$ cat src/rtl/mult_div.sv
// mult_div: multicycle signed multiply/divide unit writing the HI/LO registers.
//
// Handshake: a start is accepted only while IDLE, and start_mult wins over
// start_div. The cycle after acceptance busy rises and stays high for the
// 32 iteration cycles. Then done pulses for exactly one cycle with busy low,
// and hi/lo already hold the new result. A divide by zero skips iteration.
// It pulses done together with div_zero one cycle after the start and
// leaves hi/lo untouched. Starts seen outside IDLE are dropped.
module mult_div (
    input  logic        clk,
    input  logic        rst_n,
    input  logic [31:0] a,
    input  logic [31:0] b,
    input  logic        start_mult,
    input  logic        start_div,
    output logic        busy,
    output logic        done,
    output logic        div_zero,
    output logic [31:0] hi,
    output logic [31:0] lo
);

    typedef enum logic [1:0] {
        S_IDLE = 2'd0,
        S_MULT = 2'd1,
        S_DIV  = 2'd2,
        S_DONE = 2'd3
    } state_t;

    state_t      state_q, state_d;
    logic [4:0]  cnt_q, cnt_d;
    // Multiply: {P[63:0], q-1}. Divide: {remainder, quotient/dividend, unused}.
    logic [64:0] acc_q, acc_d;
    logic [31:0] m_q, m_d;          // multiplicand, or divisor magnitude
    logic        q_neg_q, q_neg_d;  // quotient must be negated
    logic        r_neg_q, r_neg_d;  // remainder must be negated
    logic [31:0] hi_q, hi_d;
    logic [31:0] lo_q, lo_d;
    logic        busy_q, busy_d;
    logic        done_q, done_d;
    logic        dz_q, dz_d;

    // Booth step. The upper half is summed with one guard bit so that
    // subtracting the most negative multiplicand cannot corrupt the sign
    // that the arithmetic shift brings back in.
    logic [32:0] p_hi_ext;
    logic [32:0] booth_sum;
    logic [64:0] booth_next;

    assign p_hi_ext   = {acc_q[64], acc_q[64:33]};
    assign booth_next = {booth_sum, acc_q[32:1]};

    // Booth recoding of the {q0, q-1} pair selects add, subtract or pass.
    always_comb begin
        booth_sum = p_hi_ext;
        case (acc_q[1:0])
            2'b01:   booth_sum = p_hi_ext + {m_q[31], m_q};
            2'b10:   booth_sum = p_hi_ext - {m_q[31], m_q};
            default: booth_sum = p_hi_ext;
        endcase
    end

    // Restoring divide step on magnitudes. Shift {rem, quo} left one place
    // and subtract the divisor when the shifted remainder is large enough.
    logic        div_fits;
    logic [31:0] div_rem;
    logic [31:0] div_quo;
    logic [31:0] div_lo_final;
    logic [31:0] div_hi_final;
    logic [31:0] a_mag;
    logic [31:0] b_mag;

    assign div_fits     = acc_q[64:32] >= {1'b0, m_q};
    assign div_rem      = div_fits ? (acc_q[63:32] - m_q) : acc_q[63:32];
    assign div_quo      = {acc_q[31:1], div_fits};
    assign div_lo_final = q_neg_q ? (~div_quo + 32'd1) : div_quo;
    assign div_hi_final = r_neg_q ? (~div_rem + 32'd1) : div_rem;
    assign a_mag        = a[31] ? (~a + 32'd1) : a;
    assign b_mag        = b[31] ? (~b + 32'd1) : b;

    // Next-state and datapath control. Every register holds unless its state acts on it.
    always_comb begin
        state_d = state_q;
        cnt_d   = cnt_q;
        acc_d   = acc_q;
        m_d     = m_q;
        q_neg_d = q_neg_q;
        r_neg_d = r_neg_q;
        hi_d    = hi_q;
        lo_d    = lo_q;
        dz_d    = 1'b0;
        case (state_q)
            S_IDLE: begin
                if (start_mult) begin
                    m_d     = a;
                    acc_d   = {32'd0, b, 1'b0};
                    cnt_d   = 5'd0;
                    state_d = S_MULT;
                end else if (start_div) begin
                    if (b != 32'd0) begin
                        m_d     = b_mag;
                        acc_d   = {32'd0, a_mag, 1'b0};
                        q_neg_d = a[31] ^ b[31];
                        r_neg_d = a[31];
                        cnt_d   = 5'd0;
                        state_d = S_DIV;
                    end else begin
                        dz_d    = 1'b1;
                        state_d = S_DONE;
                    end
                end
            end
            S_MULT: begin
                acc_d = booth_next;
                cnt_d = cnt_q + 5'd1;
                if (cnt_q == 5'd31) begin
                    hi_d    = booth_next[64:33];
                    lo_d    = booth_next[32:1];
                    state_d = S_DONE;
                end
            end
            S_DIV: begin
                acc_d = {div_rem, div_quo, 1'b0};
                cnt_d = cnt_q + 5'd1;
                if (cnt_q == 5'd31) begin
                    hi_d    = div_hi_final;
                    lo_d    = div_lo_final;
                    state_d = S_DONE;
                end
            end
            S_DONE: begin
                state_d = S_IDLE;
            end
            default: begin
                state_d = S_IDLE;
            end
        endcase
    end

    // Status flags are decoded from the next state so they come straight from flops.
    always_comb begin
        busy_d = (state_d == S_MULT) || (state_d == S_DIV);
        done_d = (state_d == S_DONE);
    end

    // State, datapath and status registers. Reset aborts any operation in flight.
    always_ff @(posedge clk or negedge rst_n) begin
        if (!rst_n) begin
            state_q <= S_IDLE;
            cnt_q   <= 5'd0;
            acc_q   <= 65'd0;
            m_q     <= 32'd0;
            q_neg_q <= 1'b0;
            r_neg_q <= 1'b0;
            hi_q    <= 32'd0;
            lo_q    <= 32'd0;
            busy_q  <= 1'b0;
            done_q  <= 1'b0;
            dz_q    <= 1'b0;
        end else begin
            state_q <= state_d;
            cnt_q   <= cnt_d;
            acc_q   <= acc_d;
            m_q     <= m_d;
            q_neg_q <= q_neg_d;
            r_neg_q <= r_neg_d;
            hi_q    <= hi_d;
            lo_q    <= lo_d;
            busy_q  <= busy_d;
            done_q  <= done_d;
            dz_q    <= dz_d;
        end
    end

    assign busy     = busy_q;
    assign done     = done_q;
    assign div_zero = dz_q;
    assign hi       = hi_q;
    assign lo       = lo_q;

endmodule

$ cat config.mk
export PLATFORM = sky130hd
export DESIGN_NAME = mult_div
export DESIGN_NICKNAME = d
export VERILOG_FILES = /design/src/rtl/mult_div.sv
export SDC_FILE = /design/constraint.sdc
export NUM_CORES = 1
export LEC_CHECK = 0
export ABC_AREA = 1
export BUFFER_PORTS_ARGS = -buffer_cell sky130_fd_sc_hd__buf_4
export CAP_MARGIN = 20
export CORE_ASPECT_RATIO = 0.75
export CORE_MARGIN = 5
export CORE_UTILIZATION = 30
export CTS_CLUSTER_DIAMETER = 60
export CTS_CLUSTER_SIZE = 10
export DETAILED_ROUTE_END_ITERATION = 7
export GPL_ROUTABILITY_DRIVEN = 0
export PLACE_DENSITY_LB_ADDON = 0.2
export SLEW_MARGIN = 0
export SYNTH_ARGS = -nofsm -noshare
export SYNTH_HDL_FRONTEND = slang
export SYNTH_SLANG_ARGS = --single-unit
$ cat constraint.sdc
create_clock -name clk -period 5.8 [get_ports clk]
set_input_delay 0.58 -clock clk [delete_from_list [all_inputs] [get_ports clk]]
set_output_delay 0.58 -clock clk [all_outputs]
set_load 0.02 [all_outputs]
==> results.txt <==
----------------------------------------------------
[Status]
  Result of the run ... complete, no violations

[Critical path]
  Crit Path Max Fanout ... 26
  Critical Path, Cell by Cell ... inv_1 > ha_1 > nand2_1 > nand2_1 > nand2_1 > nand2_1 > o21bai_4 > inv_2 > nand2_2 > nand2_4 > nand2_8 > inv_4 > ha_1 > inv_1 > nor4_1 > nand2_1 > o31ai_1 > o211ai_1 > nand2_1 > o21ai_0 > a21oi_1 > o211ai_1 > o211ai_1 > nand2_1
  Register-to-register path setup slack ... 360 ps
  Endpoint required time on the critical path ... 6160 ps
  Capturing point of the worst reg2reg path ... lo[30]
  Category of the worst setup path launch point ... flip-flop
  Source of the worst register-to-register timing path ... m_q[14]
  R2R depth ... 24
  Crit-path slowest cell ... dfrtp_1
  Cell type with the highest occurrence count on the critical path ... nand2_1
  Worst path max stage delay ... 530 ps
  Kind of cell adding the most delay to the critical path ... compound AO/OA/AOI/OAI gates
  Crit Path Class ... flip-flop to flip-flop
  Number of buffers and inverters on the critical path ... 4
  Critical path arrival ... 5790 ps
  Critical Path End Type ... flip-flop

[Clock tree]
  Clock root buffer master ... clkbuf_16
  Quantity of hold-fixing buffers added after cts ... 0
  TritonCTS clock tree ... built
  Number of sinks driven by the clock tree ... 173
  Count of cells resized by post-cts repair ... 0
  Reg clk slew, reported paths ... 80 ps
  CTS Buf Count ... 17
  Setup Fix Bufs, Post-CTS ... 0
  Later-pin clock latency in the skew report ... 480 ps
  Bufs on Longest Clock Path ... 2
  Number of H-tree levels ... 4

[Die]
  IO Pins ... 135
  Area of the die ... 63000 sq um
  Number of placement rows ... 76
  DIE WIDTH ... 288 microns
  Placeable core region ... 57400 sq um
  Initial core utilization ... 30.3%
  Die height ... 219 microns

[Routing]
  Length of routed met2 wiring ... 31400 microns
  Vias per cell ... 5.51
  Remaining routing DRC violations ... 0
  Top layer reached by signal wires ... met5
  Routed length per instance ... 21.9 microns
  ANT nets after route ... 0
  Via count of the routed design ... 19900
  Met3 routed wirelength ... 9620 microns
  Total iterations of the first detailed-routing run ... 6
  Routed metal-1 wire length ... 36700 microns
  Violation count after the first detailed-routing iteration ... 2257
  Detailed Route WL ... 79400 microns

[Timing]
  Unrepaired setup endpoints after global routing ... false
  Shortest period the worst path allows ... 5440 ps
  Max-slew violation count ... 0
  Total negative setup slack ... 0 ps
  Worst-case clock skew ... 13.9 ps
  Relative slew slack ... 18.5%
  Share of the cycle needed by the critical path after routing ... 93.7%
  Number of endpoints with negative hold slack in the final report ... 0
  Worst Max-Slew Pin Slew ... 1210 ps
  FMAX ... 0.184 GHz
  Final setup violation count ... 0

[Global routing]
  Maximum number of pins on one net before global-route repair ... 102
  Number of antenna violations at the first check in global routing ... 11
  Total GRT Usage ... 24.7%
  Via count of the first global-routing pass ... 18700
  Aggregate global routing overflow ... 0
  Global-route wire length before repair ... 118000 microns

[Synthesis]
  Number of nets in the synthesized netlist ... 2894
  Portion of synthesized cell area occupied by the leading cell type ... 24.9%
  Adder-cell share of the synthesized area ... 5.76%
  Cell types occupying the most area after synthesis ... dfrtp_1 (25%), nand2_1 (16%), o21ai_0 (7.4%), inv_1 (6.6%), ha_1 (5.5%)
  Number of synthesized flops with an enable pin ... 0
  Post-synthesis cell count ... 2747
  Avg Synthesized Cell Area ... 6.34 sq um
  Most used standard cell by instance count after synthesis ... nand2_1
  Main combinational cell family by area after synthesis ... simple AND/OR/NAND/NOR gates
  Synthesized cell area ... 17400 sq um
  Sequential-to-total area share from yosys stat ... 24.9%
  Cell type with the highest aggregate area in the netlist ... dfrtp_1
  Number of distinct library cell variants in the gate-level netlist after synthesis ... 62
  List of most frequent post-synthesis cells ... nand2_1 (758), inv_1 (306), o21ai_0 (256), nor2_1 (230), dfrtp_1 (173)
  Area fraction in compound gates after synthesis ... 21.2%
  Total of warnings raised by yosys ... 0
  Primary flip-flop cell chosen by synthesis mapping ... dfrtp_1
  Simple logic cell fraction of the synthesized area ... 33.1%
  Ys async rst share ... 100%
  Number of synthesized register bits ... 173
  Mux share of post-synthesis cell area ... 0.0575%
  Area share of xor/xnor cells in the synthesized design ... 5.23%

[Flow run]
  Max-cap violations ... 0

[Placed design]
  Post-detailed-placement half-perimeter wirelength ... 63300 microns
  Port bufs ... 134

[Layout]
  Final nets ... 2972
  Fraction of layout instances using a drive strength above 1 ... 10.8%
  Signed area change from the synthesized netlist to the final layout ... 14.1%

[Min path]
  Class of the most critical hold timing path ... input pin to async pin

----------------------------------------------------
[layout make-up]
type | instances | area [sq um]
clock inverter | 13 | 196
multi-input combinational | 2139 | 11400
fill | 6378 | 37600
sequential | 173 | 4330
timing repair buffer | 166 | 1250
inverter | 328 | 1230
tap | 780 | 976
antenna | 1 | 2.50
clock buffer | 19 | 453
[state kept, by name (all words and copies together), names as in the netlist, 2 cells and up]
name / cells
cnt_q: 5
acc_q: 65
state_q: 2
m_q: 32
hi: 32
lo: 32
[logic make-up after synthesis]
| group | Yosys count |
|---|---|
| buffers and inverters | 435 |
| muxes | 1 |
| adders and majority gates | 79 |
| DFF | 173 |
| AOI/OAI and AO/OA | 623 |
| xor gates and xnor gates | 104 |
| and+or+nand+nor | 1332 |
[worst max-delay path by stage]
stage	start	end	cells after the start
CTS	m_q[14]	lo[30]	24
global placement	m_q[14]	lo[30]	24
detailed placement	m_q[14]	lo[30]	24
finish	m_q[14]	lo[30]	24
floorplan	m_q[1]	acc_q[64]	23
global route	m_q[8]	lo[30]	25
[stage by stage]
step | std cells | area (sq um) | utilization, % | hold WS, ps | setup slack [ps]
2_1_floorplan | 2747 | 17400 | - | 284 | 2080
3_3_place_gp | 3586 | 19200 | 33.4 | 466 | 659
3_5_place_dp | 3586 | 19200 | 33.4 | 469 | 689
4_1_cts | 3618 | 19900 | 34.6 | 239 | 650
5_1_grt | 3618 | 19900 | 34.6 | 227 | 201
6_report | 3619 | 19900 | 34.6 | 186 | 364
[metal layers]
metal,up-vias,GRT usage (%)
met5,-,0
met4,14,5.96
met3,113,8.04
met2,997,34.0
met1,9505,36.9
li1,9306,-
[placed cells by master (no fill, tap or decap), drive strengths merged, types with 17 or more instances in the layout]
| cell | instances |
|---|---|
| a21oi | 150 |
| buf | 165 |
| clkbuf | 20 |
| dfrtp | 173 |
| ha | 77 |
| inv | 327 |
| nand2 | 783 |
| nand3 | 164 |
| nand4 | 39 |
| nor2 | 245 |
| nor3 | 51 |
| o211ai | 72 |
| o21ai | 274 |
| o22ai | 20 |
| or2 | 25 |
| xnor2 | 17 |
| xor2 | 87 |
[worst register-to-register path, cell delays in order (launching register included)]
cell and delay (ps):
dfrtp_1 530, inv_1 120, ha_1 410, nand2_1 140, nand2_1 60, nand2_1 50, nand2_1 90, o21bai_4 210
inv_2 70, nand2_2 90, nand2_4 280, nand2_8 240, inv_4 370, ha_1 230, inv_1 60, nor4_1 350
nand2_1 230, o31ai_1 520, o211ai_1 250, nand2_1 160, o21ai_0 210, a21oi_1 330, o211ai_1 140, o211ai_1 120
nand2_1 70
Power is left out: the tool's default activity adds up to more than one toggle a clock period on the data nets, which glitch-free logic cannot reach.
